===== config.mk =====
export PLATFORM = sky130hd
export DESIGN_NAME = if_inst_buffer_flat
export DESIGN_NICKNAME = d
export VERILOG_FILES = /design/src/rtl/if_inst_buffer_if.sv /design/src/rtl/if_inst_buffer.sv /design/src/flat_wrapper.sv
export SDC_FILE = /design/constraint.sdc
export NUM_CORES = 1
export LEC_CHECK = 0
export BUFFER_PORTS_ARGS = -buffer_cell sky130_fd_sc_hd__buf_2
export CAP_MARGIN = 5
export CORE_MARGIN = 2
export CORE_UTILIZATION = 25
export DETAILED_ROUTE_END_ITERATION = 10
export PLACE_DENSITY_LB_ADDON = 0.1
export SYNTH_ARGS = -nofsm -noshare
export SYNTH_HDL_FRONTEND = slang
export SYNTH_SLANG_ARGS = --single-unit

===== constraint.sdc =====
create_clock -name clk -period 10.4 [get_ports clk]
set_input_delay 1.04 -clock clk [delete_from_list [all_inputs] [get_ports clk]]
set_output_delay 1.04 -clock clk [all_outputs]
set_load 0.05 [all_outputs]

===== src/rtl/if_inst_buffer_if.sv =====
// Handshake bundle between the adapter/CTRL side and the instruction buffer.
interface if_inst_buffer_if #(
  parameter int unsigned DEPTH  = 2,
  parameter int unsigned DROP_W = 8
);
  localparam int unsigned CNT_W = $clog2(DEPTH) + 1;

  logic              inst_valid;
  logic [31:0]       inst;
  logic [31:0]       current_inst_address;
  logic              inst_read_ready;
  logic              flush;
  logic              stall;
  logic              if_valid;
  logic [31:0]       if_inst;
  logic [31:0]       if_pc;
  logic [CNT_W-1:0]  occupancy;
  logic [DROP_W-1:0] drop_count;

  // Driving side: adapter, CTRL and IF/ID.
  modport master (
    output inst_valid, inst, current_inst_address, flush, stall,
    input  inst_read_ready, if_valid, if_inst, if_pc, occupancy, drop_count
  );

  // Buffer side.
  modport slave (
    input  inst_valid, inst, current_inst_address, flush, stall,
    output inst_read_ready, if_valid, if_inst, if_pc, occupancy, drop_count
  );
endinterface


===== src/rtl/if_inst_buffer.sv =====
// Instruction buffer: circular FIFO of {word, fetch address} between the AXI read
// adapter and IF/ID. Zero-address (flushed) words and words arriving during a
// pipeline flush are discarded and counted; a flush empties the buffer.
module if_inst_buffer #(
  parameter int unsigned DEPTH  = 2,
  parameter int unsigned DROP_W = 8
) (
  input logic               clk,
  input logic               reset,
  if_inst_buffer_if.slave   bus
);
  localparam int unsigned PTR_W = $clog2(DEPTH);
  localparam int unsigned CNT_W = PTR_W + 1;
  localparam logic [CNT_W-1:0] FULL_CNT = CNT_W'(DEPTH);
  localparam logic [PTR_W-1:0] LAST_PTR = PTR_W'(DEPTH - 1);

  logic [31:0]       inst_mem [DEPTH];
  logic [31:0]       pc_mem   [DEPTH];
  logic [PTR_W-1:0]  rd_ptr_q, rd_ptr_d;
  logic [PTR_W-1:0]  wr_ptr_q, wr_ptr_d;
  logic [CNT_W-1:0]  count_q, count_d;
  logic [DROP_W-1:0] drop_q, drop_d;

  logic ready;
  logic not_empty;
  logic accept;
  logic enq;
  logic drop;
  logic deq;

  function automatic logic [PTR_W-1:0] ptr_inc(input logic [PTR_W-1:0] p);
    return (p == LAST_PTR) ? '0 : p + 1'b1;
  endfunction

  // Ready depends on registered count only, so the adapter sees no comb path.
  assign ready     = (count_q != FULL_CNT);
  assign not_empty = (count_q != '0);
  assign accept    = bus.inst_valid && ready;
  assign enq       = accept && !bus.flush && (bus.current_inst_address != 32'd0);
  assign drop      = accept && (bus.flush || (bus.current_inst_address == 32'd0));
  assign deq       = not_empty && !bus.stall && !bus.flush;

  // Next-state for pointers, count and the saturating drop counter.
  always_comb begin
    rd_ptr_d = rd_ptr_q;
    wr_ptr_d = wr_ptr_q;
    count_d  = count_q;
    drop_d   = drop_q;
    if (bus.flush) begin
      // Stored entries vanish silently; only a concurrent accept is a drop.
      count_d  = '0;
      rd_ptr_d = wr_ptr_q;
    end else begin
      if (enq) wr_ptr_d = ptr_inc(wr_ptr_q);
      if (deq) rd_ptr_d = ptr_inc(rd_ptr_q);
      if (enq && !deq) begin
        count_d = count_q + 1'b1;
      end else if (!enq && deq) begin
        count_d = count_q - 1'b1;
      end
    end
    if (drop && (drop_q != '1)) drop_d = drop_q + 1'b1;
  end

  // Control state with asynchronous reset.
  always_ff @(posedge clk or posedge reset) begin
    if (reset) begin
      rd_ptr_q <= '0;
      wr_ptr_q <= '0;
      count_q  <= '0;
      drop_q   <= '0;
    end else begin
      rd_ptr_q <= rd_ptr_d;
      wr_ptr_q <= wr_ptr_d;
      count_q  <= count_d;
      drop_q   <= drop_d;
    end
  end

  // Entry storage; contents are don't-care until count covers them.
  always_ff @(posedge clk) begin
    if (enq && !reset) begin
      inst_mem[wr_ptr_q] <= bus.inst;
      pc_mem[wr_ptr_q]   <= bus.current_inst_address;
    end
  end

  assign bus.inst_read_ready = ready;
  assign bus.if_valid        = not_empty;
  assign bus.if_inst         = not_empty ? inst_mem[rd_ptr_q] : 32'd0;
  assign bus.if_pc           = not_empty ? pc_mem[rd_ptr_q] : 32'd0;
  assign bus.occupancy       = count_q;
  assign bus.drop_count      = drop_q;

endmodule


===== src/flat_wrapper.sv =====
// flat-port wrapper written by rule: the top's interface ports become plain ports
module if_inst_buffer_flat 
#(
  parameter int unsigned DEPTH  = 2,
  parameter int unsigned DROP_W = 8
)
  (clk, reset, bus_inst_valid, bus_inst, bus_current_inst_address, bus_flush, bus_stall, bus_inst_read_ready, bus_if_valid, bus_if_inst, bus_if_pc, bus_occupancy, bus_drop_count);
  if_inst_buffer_if #(.DEPTH(DEPTH), .DROP_W(DROP_W)) bus_i ();
  input logic clk;
  input logic reset;
  input wire logic [$bits(bus_i.inst_valid)-1:0] bus_inst_valid;
  input wire logic [$bits(bus_i.inst)-1:0] bus_inst;
  input wire logic [$bits(bus_i.current_inst_address)-1:0] bus_current_inst_address;
  input wire logic [$bits(bus_i.flush)-1:0] bus_flush;
  input wire logic [$bits(bus_i.stall)-1:0] bus_stall;
  output wire logic [$bits(bus_i.inst_read_ready)-1:0] bus_inst_read_ready;
  output wire logic [$bits(bus_i.if_valid)-1:0] bus_if_valid;
  output wire logic [$bits(bus_i.if_inst)-1:0] bus_if_inst;
  output wire logic [$bits(bus_i.if_pc)-1:0] bus_if_pc;
  output wire logic [$bits(bus_i.occupancy)-1:0] bus_occupancy;
  output wire logic [$bits(bus_i.drop_count)-1:0] bus_drop_count;
  assign bus_i.inst_valid = bus_inst_valid;
  assign bus_i.inst = bus_inst;
  assign bus_i.current_inst_address = bus_current_inst_address;
  assign bus_i.flush = bus_flush;
  assign bus_i.stall = bus_stall;
  assign bus_inst_read_ready = bus_i.inst_read_ready;
  assign bus_if_valid = bus_i.if_valid;
  assign bus_if_inst = bus_i.if_inst;
  assign bus_if_pc = bus_i.if_pc;
  assign bus_occupancy = bus_i.occupancy;
  assign bus_drop_count = bus_i.drop_count;
  if_inst_buffer #(.DEPTH(DEPTH), .DROP_W(DROP_W)) u_core (.clk(clk), .reset(reset), .bus(bus_i));
endmodule

After elaboration in Yosys (flattened, before gate mapping)
Memories as Yosys holds them, arrays and structs flattened.
Index checks and enable logic that the tools add are counted.
{"block": "word_totals", "register_bits": 12, "ramBits": 128, "in_bits": 69, "out_inout_bits": 76, "word_cells": 47, "mem_count": 2}
{"block": "classes", "add_sub_neg": 5, "n_eq_ne": 2, "muxes": 11, "bitwise_logic": 1, "reduce_logical": 22}
{"memory": "u_core.inst_mem", "depth": 2, "word_bits": 32, "read_ports": 1, "rd_ports_with_merged_regs": 0, "write_ports": 1, "line": "if_inst_buffer.sv:17", "source": "logic [31:0] inst_mem [DEPTH];"}
{"memory": "u_core.pc_mem", "depth": 2, "word_bits": 32, "read_ports": 1, "rd_ports_with_merged_regs": 0, "write_ports": 1, "line": "if_inst_buffer.sv:18", "source": "logic [31:0] pc_mem [DEPTH];"}
{"cell": "$mux W32", "n": 2}
{"cell": "$logic_not A32 Y1", "n": 1}
{"cell": "$reduce_bool A32 Y1", "n": 1}
{"cell": "$logic_and A1 B1 Y1", "n": 10}
{"cell": "$add A8 B1 Y8 const B", "n": 1}
{"cell": "$ne A8 B8 Y1 const B", "n": 1}
{"cell": "$mux W1", "n": 6}
{"cell": "$mux W2", "n": 3}
{"cell": "$logic_not A1 Y1", "n": 5}
{"cell": "$reduce_bool A2 Y1", "n": 2}
{"cell": "$reduce_bool A3 Y1", "n": 1}
{"cell": "$add A1 B1 Y1 const B", "n": 2}
{"cell": "$add A2 B1 Y2 const B", "n": 1}
{"cell": "$ne A2 B2 Y1 const B", "n": 1}
{"cell": "$reduce_and A2 Y1", "n": 1}
{"cell": "$sub A2 B1 Y2 const B", "n": 1}
{"cell": "$logic_or A1 B1 Y1", "n": 1}
{"cell": "$not A1 Y1", "n": 1}

Longest topological paths before layout
Gate-level depths: netlist of run 1.
{"block": "depth", "word_depth": 9, "depth_mapped": 5, "ltp_nobuf": 5}

Worst setup path after synthesis of run 1
OpenSTA, ideal clock, no wires.
{"block": "synth_path", "path_kind": "register to register", "start": "reg u_core.count_q[0], in the netlist u_core.bus.occupancy[0]", "end": "mem u_core.inst_mem[0][0] (enable)", "setup_ns": 0.651, "arrival_ns": 7.550, "required_ns": 9.749, "path_slack_ns": 2.199, "stages_incl_launch_ff": 4, "n_path_buf": 0, "period_less_slack_ns": 8.201, "cell_sequence": "dfrtp_1 nand2b_1 nand2_1 nor4_1"}
{"block": "synth_via", "elab_chain_len": 7}
{"item": "start, declared", "line": "if_inst_buffer.sv:21", "source": "logic [CNT_W-1:0] count_q, count_d;"}
{"item": "start signal, assigned", "line": "if_inst_buffer.sv:75", "source": "count_q <= count_d;"}
{"item": "$ne A2 B2 Y1", "line": "if_inst_buffer.sv:36", "source": "assign ready = (count_q != FULL_CNT);"}
{"item": "via bus_inst_read_ready", "line": "flat_wrapper.sv:16", "source": "output wire logic [$bits(bus_i.inst_read_ready)-1:0] bus_inst_read_ready;"}
{"item": "$logic_and A1 B1 Y1", "line": "if_inst_buffer.sv:38", "source": "assign accept = bus.inst_valid && ready;"}
{"item": "$logic_and A1 B1 Y1 (2 in a row)", "line": "if_inst_buffer.sv:39", "source": "assign enq = accept && !bus.flush && (bus.current_inst_address != 32'd0);"}
{"item": "$logic_and A1 B1 Y1", "line": "if_inst_buffer.sv:82", "source": "if (enq && !reset) begin"}
{"item": "$mux W1", "line": "if_inst_buffer.sv:82"}
{"item": "$mux W1 (not written as such)", "line": "if_inst_buffer.sv:83", "source": "inst_mem[wr_ptr_q] <= bus.inst;"}
{"item": "end, declared", "line": "if_inst_buffer.sv:17"}
The timed path passes the listed nets, and every way through them passes these cells.

Worst setup path after layout of run 1
{"block": "layout_path", "start": "reg u_core.rd_ptr_q", "end": "out bus_if_pc[13]"}
{"block": "layout_via", "elab_chain_len": 2}
{"item": "start, declared", "line": "if_inst_buffer.sv:19", "source": "logic [PTR_W-1:0] rd_ptr_q, rd_ptr_d;"}
{"item": "start signal, assigned", "line": "if_inst_buffer.sv:73", "source": "rd_ptr_q <= rd_ptr_d;"}
{"item": "$mem_v2 Z2 W32"}
{"item": "$mux W32", "line": "if_inst_buffer.sv:91", "source": "assign bus.if_pc = not_empty ? pc_mem[rd_ptr_q] : 32'd0;"}
{"item": "end, declared", "line": "flat_wrapper.sv:19", "source": "output wire logic [$bits(bus_i.if_pc)-1:0] bus_if_pc;"}
Every way passes these cells.

==> metrics, run 1 <==
worst r2r dst=u_core.inst_mem[1][8]$_DFFE_PP_; drt drc=0; Max Buffers Root-to-Sink=2; antenna violations before repair=2; post-synthesis xor/xnor area fraction=0.0144; Critical Path Fanout Max=57; vias in the first global route=3482; Worst IR Drop VDD=0.121 mV; Net Count, Synth=407; Worst setup EP type=output pin; Setup TNS=0 ns; relative slew slack=0.288; worst setup path class=flip-flop to output pin; RSZ-0062 raised after global routing=false; vias=3282; vias per inst=4.20; Final Instance Count excl. Fillers=782; Combinational Power Share=0.266; Worst EP required=9.36 ns; Primary FF master, synth=edfxtp_1; Skew-Pair Late Insertion Delay=0.41 ns; pin count of the biggest net entering global routing=65; worst reg2reg path depth=4; CTS buffer count=17; Place WS=7.00 ns; clock sinks=140; Post-synth ARST share=0.0857; Post-Synth Adder-Cell Area=0.00229; port bufs=144; leakage=0.00290 uW; Ports=145; Max Cap Viol=0; layout cells sized above 1=0.367; gr usage total=0.112; GP Congestion=0.706; P_int=1210 uW; Layout Nets=559; outcome=finished, final reports clean; CTS root buffer=clkbuf_16; worst r2r src=u_core.bus.occupancy[0]$_DFFE_PP0P_; skew final=0.00533 ns; Switching Share=0.325; CP startpoint=u_core.rd_ptr_q$_DFFE_PP0P_; multiplexer share of the synthesized area=0.124; Die Span X=152 um; core area=0.0216 mm2; area grow syn2layout=30.4%; Worst-path clk slew=0.06 ns; Fill cells=2161; first-pass GRT wire length=19700 um; synthesis-stage register bit count=140; CTS tree=done; P_sw=580 uW; Cell Area, Synth=0.00547 mm2; GRT Residual Overflow=0; Fin. Hold Viols=0; Compound-Gate Fraction of Synth Area=0.0110; first-iteration detailed-routing DRC count=137; Initial Util=0.253; reg2reg setup slack=8.10 ns; first-pass iteration count of the detailed router=4; Hold-fix buffers, CTS=0; Syn. warnings=0; Post-CTS Repair Setup Buffers=0; antenna viol nets, final=0; die area=0.0231 mm2; Seq pwr share=0.388; final slew viol count=0; H-tree depth=4; Die Y=152 um; total chip power=1790 uW; count of flip-flops with a built-in enable after synthesis=128; Clock power frac=0.346; CTS resizes=0; CP Data Arrival Time=2.48 ns; Synth cell types=29; FF/Latch Area=0.00415 mm2; Avg Cell Area, Syn=16.2 um2; crit path time final=3.52 ns; min-delay worst type=flip-flop to flip-flop; routed length per placed instance=16.3 um; Max Clk Rate=0.284 GHz; Worst-Margin Slew=1.07 ns; power per cell area=250 mW/mm2; Rows=54; sequential share of the synthesized area=0.758; area of the multi-input gates=0.00128 mm2; placed insts=750; cells after synthesis=337; DP HPWL=8010 um; setup ws final=6.88 ns; CP Capture Point=bus_if_pc[13]; Setup violations, final=0; simple-gate portion of the synthesized area=0.0785; Final period util=0.338; final wirelength=12700 um; main combinational cell family by area after synthesis=multiplexers; crit start category=flip-flop
==> through the flow <==
| stage | util | area, um2 | hold slack, ns |
|---|---|---|---|
| floorplan | - | 5470 | 0.471 |
| global placement | 0.302 | 6530 | 0.481 |
| detailed placement | 0.302 | 6530 | 0.490 |
| CTS | 0.330 | 7130 | 0.499 |
| global route | 0.330 | 7130 | 0.532 |
| finish | 0.330 | 7130 | 0.502 |
==> Yosys cell counts (2+ instances only) <==
cell type | n | area [um2]
xnor2_1 | 7 | 61.3
buf_2 | 6 | 30.0
mux2i_1 | 65 | 651
inv_1 | 2 | 7.51
nand4_1 | 5 | 31.3
buf_1 | 5 | 18.8
and3_1 | 3 | 18.8
dfrtp_1 | 12 | 300
edfxtp_1 | 128 | 3840
and2_1 | 2 | 12.5
xor2_1 | 2 | 17.5
a21oi_1 | 2 | 10.0
nor4_1 | 9 | 56.3
clkbuf_1 | 3 | 11.3
nand2_1 | 2 | 7.51
nand2b_1 | 2 | 12.5
nand3_1 | 3 | 15.0
nor2_1 | 68 | 255
==> sequential cells by signal, summed over array words and instances (netlist names) <==
name,cells
u_core.wr_ptr_q,1
u_core.rd_ptr_q,1
u_core.bus.drop_count,8
u_core.pc_mem,64
u_core.inst_mem,64
u_core.bus.occupancy,2
==> cell type report <==
cell class                 instances  area share
sequential                       140       0.582
multi-input combinational        181       0.179
timing repair buffer             147       0.104
clock buffer                      17      0.0597
tap                              280      0.0491
clock inverter                    14      0.0247
inverter                           2     0.00105
antenna                            1    0.000351
==> logic make-up after synthesis <==
group | count (synthesis)
xor+xnor | 9
buf+inv | 16
simple gates | 97
compound gates | 7
mux | 67
flops | 140
fa+ha+maj | 1
==> worst min-delay path by stage <==
stage,startpoint,endpoint,slack (ns),cells past startpoint
after floorplan,u_core.wr_ptr_q$_DFFE_PP0P_,u_core.wr_ptr_q$_DFFE_PP0P_,0.47,1
after global placement,u_core.bus.drop_count[5]$_DFFE_PP0P_,u_core.bus.drop_count[5]$_DFFE_PP0P_,0.48,1
after detailed placement,u_core.bus.drop_count[5]$_DFFE_PP0P_,u_core.bus.drop_count[5]$_DFFE_PP0P_,0.49,1
after CTS,u_core.bus.drop_count[5]$_DFFE_PP0P_,u_core.bus.drop_count[5]$_DFFE_PP0P_,0.50,1
after global routing,u_core.bus.drop_count[6]$_DFFE_PP0P_,u_core.bus.drop_count[6]$_DFFE_PP0P_,0.53,1
final,u_core.bus.drop_count[5]$_DFFE_PP0P_,u_core.bus.drop_count[5]$_DFFE_PP0P_,0.50,1
==> power groups by stage <==
stage / registers (uW) / clock network, uW / logic, uW
4_1_cts: 693 / 635 / 487
3_3_place_gp: 703 / 0 / 486
6_report: 692 / 618 / 476
2_1_floorplan: 730 / 0 / 339
5_1_grt: 698 / 656 / 510
3_5_place_dp: 704 / 0 / 487
==> cell usage in the layout, fill, tap and decap left out, types with 2 or more instances in the layout <==
cell / instances
buf_2: 144
edfxtp_1: 128
nor2_1: 67
mux2i_1: 65
clkbuf_16: 17
dfrtp_1: 11
nor4_1: 8
xnor2_1: 7
nand4_1: 5
bufinv_16: 4
clkinv_2: 4
nand3_1: 3
clkinv_1: 3
buf_4: 3
nand2b_1: 2
nand2_1: 2
xor2_1: 2
a21oi_1: 2
and3_1: 2
and2_1: 2
inv_1: 2
==> worst max-delay path, cell delays in order (launching register included) <==
cell and delay [ns]:
dfrtp_4 0.52, buf_4 0.84, mux2i_1 0.18, nor2_1 0.16
buf_2 0.30
==> metal layers <==
metal  global-route usage  part of all wire  up-vias
li1                     -                 -     1561
met1                0.140              0.45     1610
met2                0.180              0.48       90
met3               0.0396             0.055       19
met4               0.0427             0.016        2
met5                    0           0.00055        -
No activity file was read; power rests on OpenSTA's default activity.
==> run 2, diff against run 1 <==
==> constraint.sdc (replaced) <==
create_clock -name clk -period 3.2 [get_ports clk]
set_input_delay 0.32 -clock clk [delete_from_list [all_inputs] [get_ports clk]]
set_output_delay 0.32 -clock clk [all_outputs]
set_load 0.05 [all_outputs]
==> run 2 against run 1 <==
  * Final cell count increased by 0.64%
  * Clock skew increased by 0.0071 ns
  * Hold slack lost 0.41 ns
  * Critical endpoint is now bus_if_inst[29]
  * Largest power group unchanged
  * Highest routed layer unchanged
==> metrics, run 2 (synthesis results as in run 1) <==
outcome=finished, final reports clean; Worst-Margin Slew=0.989 ns (-0.0800 ns); leakage=0.00295 uW (+1.9%); Setup violations, final=0 (unchanged); RSZ-0062 raised after global routing=false; Worst EP required=2.88 ns (-6.48 ns); antenna violations before repair=1 (-1); Fin. Hold Viols=0 (unchanged); GRT Residual Overflow=0 (unchanged); vias in the first global route=3493 (+0.32%); layout cells sized above 1=0.385 (+0.0173); most common cell after layout, fill and taps aside=buf_2; total chip power=6060 uW (+240%); worst setup path class=flip-flop to output pin; crit path time final=2.58 ns; vias=3322 (+1.2%); Fin Hold WS=0.0903 ns (-0.411 ns); Initial Util=0.253 (unchanged); final slew viol count=0 (unchanged); relative slew slack=0.341 (+0.0533); power per cell area=834 mW/mm2 (+230%); Max Buffers Root-to-Sink=2 (unchanged); crit start category=flip-flop; core area=0.0216 mm2 (unchanged); area grow syn2layout=33.0%; CTS root buffer=clkbuf_16; Layout Nets=564 (+0.89%); H-tree depth=4 (unchanged); first-pass GRT wire length=20300 um (+3.0%); Worst IR Drop VDD=0.434 mV (+260%); Max Cap Viol=0 (unchanged); CTS buffer count=17 (unchanged); M1 GR Usage=0.144 (+0.00448); skew final=0.0124 ns (+0.00707 ns); vias per inst=4.22 (+0.58%); Hold-fix buffers, CTS=1 (+1); Die Span X=152 um (unchanged); Skew-Pair Late Insertion Delay=0.42 ns (about the same); port bufs=144 (unchanged); pin count of the biggest net entering global routing=65 (unchanged); Rows=54 (unchanged); met3 Use GR=0.0345 (-0.00513); global routing's busiest layer=met2; CTS resizes=0 (unchanged); DP HPWL=8510 um (+6.3%); Die Y=152 um (unchanged); drt drc=0 (unchanged); CP Data Arrival Time=2.26 ns (-0.22 ns); CTS tree=done; dpl cell area=0.00659 mm2 (+1.1%); diode count=0 (-1); clock sinks=140 (unchanged); Worst setup EP type=output pin; die area=0.0231 mm2 (unchanged); Final period util=0.806; first-iteration detailed-routing DRC count=138 (+0.73%); routed length per placed instance=16.9 um (+3.9%); most frequent cells in the layout=144 x buf_2, 128 x edfxtp_1, 67 x nor2_1, 65 x mux2i_1, 17 x clkbuf_16; min-delay worst type=input port to flip-flop; GR Layer Usage met2=0.190 (+0.0105); Ports=145 (unchanged); first-pass iteration count of the detailed router=4 (unchanged); Max Clk Rate=0.388 GHz; Setup TNS=0 ns (unchanged); GP Congestion=0.725 (+2.7%); design area=0.00727 mm2 (+2.0%); Critical Path Fanout Max=40 (-30%); Post-CTS Repair Setup Buffers=0 (unchanged); Worst-path clk slew=0.06 ns (about the same); gr usage total=0.116 (+0.00375); antenna viol nets, final=0 (unchanged); Fill cells=2194 (+1.5%); final wirelength=13300 um (+4.6%)
run 2: cell types whose count changed in the layout (fill, tap and decap cells not counted), sizes merged:
| cell | before | now |
|---|---|---|
| clkinv | 8 | 2 |
| buf | 147 | 151 |
| bufinv | 4 | 6 |
| clkinvlp | 1 | 3 |
| inv | 3 | 5 |
| clkbuf | 17 | 18 |
| diode | 1 | 0 |
| dlygate4sd3 | 0 | 1 |
run 2: power breakdown:
part	leakage (uW)	total, uW	switching [uW]	internal (uW)
sequential	0.00131	2360	213	2150
clock	0.000317	2230	768	1470
combinational	0.00132	1470	975	491
total	0.00295	6060	1960	4110
run 2: worst max-delay path, cell delays in order, from the launching register on:
cell,delay [ns]
dfrtp_4,0.93
buf_4,0.36
mux2i_1,0.25
nor2_1,0.05
buf_2,0.24
run 2: final cells by class:
| cell class | instances | area, um2 | area share |
|---|---|---|---|
| Clock inverter | 14 | 239 | 0.0329 |
| Tap cell | 280 | 350 | 0.0482 |
| Inverter | 2 | 7.51 | 0.00103 |
| Timing Repair Buffer | 152 | 796 | 0.109 |
| Sequential cell | 140 | 4150 | 0.571 |
| Multi-Input combinational cell | 181 | 1300 | 0.179 |
| Clock buffer | 18 | 429 | 0.0590 |
run 2: worst paths after layout:
path | from | endpoint | slack, ns | depth (start not counted)
worst max register to register | u_core.bus.occupancy[0]$_DFFE_PP0P_ | u_core.pc_mem[0][12]$_DFFE_PP_ | 1.03 | 4
min in group asynchronous | reset | u_core.bus.drop_count[3]$_DFFE_PP0P_ | 0.49 | 4
max in group asynchronous | reset | u_core.rd_ptr_q$_DFFE_PP0P_ | 2.53 | 4
worst min-delay path | bus_inst[6] | u_core.inst_mem[0][6]$_DFFE_PP_ | 0.09 | 1
worst max-delay path | u_core.rd_ptr_q$_DFFE_PP0P_ | bus_if_inst[29] | 0.62 | 4
worst min register to register | u_core.bus.drop_count[5]$_DFFE_PP0P_ | u_core.bus.drop_count[5]$_DFFE_PP0P_ | 0.50 | 1
run 2: layer usage:
metal  up-vias  part of all wire
met5         -           0.00053
met4         2             0.014
met3        15             0.051
met2        92              0.49
met1      1641              0.44
li1       1572                 -
run 2: metrics by stage:
stage | setup slack, ns | utilization | instances
finish | 0.620 | 0.336 | 787
global route | 0.479 | 0.336 | 787
CTS | 0.555 | 0.336 | 787
detailed placement | 0.385 | 0.305 | 754
global placement | 0.451 | 0.305 | 754
floorplan | -0.322 | - | 337
==> run 3, diff against run 2 <==
==> constraint.sdc (replaced) <==
create_clock -name clk -period 2.7 [get_ports clk]
set_input_delay 0.27 -clock clk [delete_from_list [all_inputs] [get_ports clk]]
set_output_delay 0.27 -clock clk [all_outputs]
set_load 0.05 [all_outputs]
==> run 3 against run 2 <==
  * Clock power is 11% higher
  * Die area unchanged
  * Design area rose by 0.40%
  * Total power increased by 16%
==> metrics, run 3 (synthesis results as in run 1) <==
port bufs=144 (unchanged); skew final=0.00848 ns (-0.00392 ns); final slew viol count=0 (unchanged); WL met3=668 um (-0.74%); Die Y=152 um (unchanged); first-pass iteration count of the detailed router=6 (+2); pin count of the biggest net entering global routing=39 (-40%); Max Cap Viol=0 (unchanged); Die Span X=152 um (unchanged); worst setup path class=flip-flop to output pin; Crit path buffers/inverters=2 (unchanged); crit path time final=2.33 ns; FF/Latch Area=0.00415 mm2 (unchanged); Worst-Margin Slew=1.00 ns (+0.0110 ns); Worst setup EP type=output pin; first-pass GRT wire length=20000 um (-1.7%); min-delay worst type=input port to flip-flop; Fin. Hold Viols=0 (unchanged); CP Data Arrival Time=2.06 ns (-0.20 ns); final wirelength=12900 um (-3.3%); GP Congestion=0.699 (-3.6%); Setup TNS=0 ns (unchanged); CP max stage cell=dfrtp_4; Final period util=0.861; Critical Path Fanout Max=28 (-30%); layout cells sized above 1=0.382 (-0.00301); die area=0.0231 mm2 (unchanged); CTS buffer count=17 (unchanged); clock sinks=140 (unchanged); gr usage total=0.115 (-0.00141); outcome=finished, final reports clean; leakage=0.00297 uW (+0.69%); CTS tree=done; vias in the first global route=3495 (+0.057%); crit start category=flip-flop; Max Clk Rate=0.430 GHz; Fill cells=2163 (-1.4%); Skew-Pair Late Insertion Delay=0.41 ns (about the same); drt drc=0 (unchanged); Initial Util=0.253 (unchanged); vias=3310 (-0.36%); wire length on met1=5840 um (-1.2%); highest layer used for signal routing=met5; post-layout util=0.338 (+0.00133); most common cell after layout, fill and taps aside=buf_2; core area=0.0216 mm2 (unchanged); Rows=54 (unchanged); routed length per placed instance=16.2 um (-3.9%); Worst IR Drop VDD=0.446 mV (+2.7%); H-tree depth=4 (unchanged); relative slew slack=0.328 (-0.0124); Worst-path clk slew=0.06 ns (about the same); Max Buffers Root-to-Sink=2 (unchanged); crit path cell chain=buf_4, mux2i_1, nor2_1, buf_2; first-iteration detailed-routing DRC count=141 (+2.2%); area of the multi-input gates=0.00130 mm2 (unchanged); Setup violations, final=0 (unchanged); antenna viol nets, final=0 (unchanged); Layout Nets=568 (+0.71%); vias per inst=4.18 (-0.99%); Ports=145 (unchanged); CTS root buffer=clkbuf_16; area grow syn2layout=33.5%; CTS resizes=0 (unchanged); largest stage delay on the critical path=0.78 ns (-0.15 ns); most frequent cells in the layout=144 x buf_2, 128 x edfxtp_1, 67 x nor2_1, 65 x mux2i_1, 17 x clkbuf_16; Worst EP required=2.43 ns (-0.45 ns); RSZ-0062 raised after global routing=false; DP HPWL=8750 um (+2.7%); power per cell area=963 mW/mm2 (+16%); wire length on met2=6150 um (-5.7%); Crit path max-delay family=flip-flops; GRT Residual Overflow=0 (unchanged); antenna violations before repair=2 (+1)
==> run 3: cell types whose count changed in the layout (fill, tap and decap cells not counted) <==
cell	before	now
buf_12	1	4
buf_4	6	7
bufinv_16	6	5
clkbuf_1	1	0
clkinv_1	0	5
clkinv_2	2	3
clkinv_4	0	1
clkinvlp_4	3	0
diode_2	0	1
inv_6	3	1
==> run 3: final cells by class <==
type,instances,area share
clock inverters,15,0.0276
multi-input cells,181,0.178
flip-flops and latches,140,0.568
well taps,280,0.0480
clock buffers,17,0.0583
repair buffers,156,0.118
diodes,1,0.000343
inverters,2,0.00103
==> run 3: report_power, final <==
group          switching (uW)  internal, uW  total [uW]  leakage [uW]
clock network             853          1620        2470      0.000308
registers                 203          2550        2750       0.00131
logic                    1200           608        1810       0.00135
total                    2260          4780        7030       0.00297
==> run 3: through the flow <==
stage | setup WS [ns] | total power [uW] | instance area [um2] | hold slack [ns] | std cells
3_5_place_dp | 0.154 | 4640 | 6660 | 0.342 | 758
5_1_grt | 0.219 | 7360 | 7300 | 0.0195 | 792
6_report | 0.375 | 7030 | 7300 | 0.0470 | 792
4_1_cts | 0.306 | 7150 | 7300 | 0.0229 | 791
2_1_floorplan | -0.822 | 4120 | 5500 | 0.140 | 337
3_3_place_gp | 0.213 | 4630 | 6660 | 0.344 | 758
==> run 3: timing repair <==
action                    4_1_cts  5_1_grt
hold endpoints to repair       12        0
setup buffers                   0        0
hold buffers                    1        0
==> run 3: worst register-to-register path, cell delays in order (launching register included) <==
cell and delay, ns:
dfrtp_2 0.44, nand2b_4 0.19, nand2_4 0.07, nor4_4 0.86
buf_12 0.32
==> run 3: per-layer routing <==
| layer | GRT usage | vias up |
|---|---|---|
| met2 | 0.183 | 91 |
| met3 | 0.0388 | 19 |
| li1 | - | 1583 |
| met1 | 0.143 | 1615 |
| met4 | 0.0454 | 2 |
| met5 | 0 | - |
==> run 3: final timing paths <==
check | start | end | slack (ns) | cells past startpoint
max reg2reg | u_core.bus.occupancy[0]$_DFFE_PP0P_ | u_core.pc_mem[0][14]$_DFFE_PP_ | 0.45 | 4
max | u_core.rd_ptr_q$_DFFE_PP0P_ | bus_if_inst[4] | 0.37 | 4
min reg2reg | u_core.bus.drop_count[6]$_DFFE_PP0P_ | u_core.bus.drop_count[6]$_DFFE_PP0P_ | 0.50 | 1
min in group asynchronous | reset | u_core.wr_ptr_q$_DFFE_PP0P_ | 0.46 | 4
min | bus_inst[5] | u_core.inst_mem[0][5]$_DFFE_PP_ | 0.05 | 1
max in group asynchronous | reset | u_core.rd_ptr_q$_DFFE_PP0P_ | 2.06 | 4
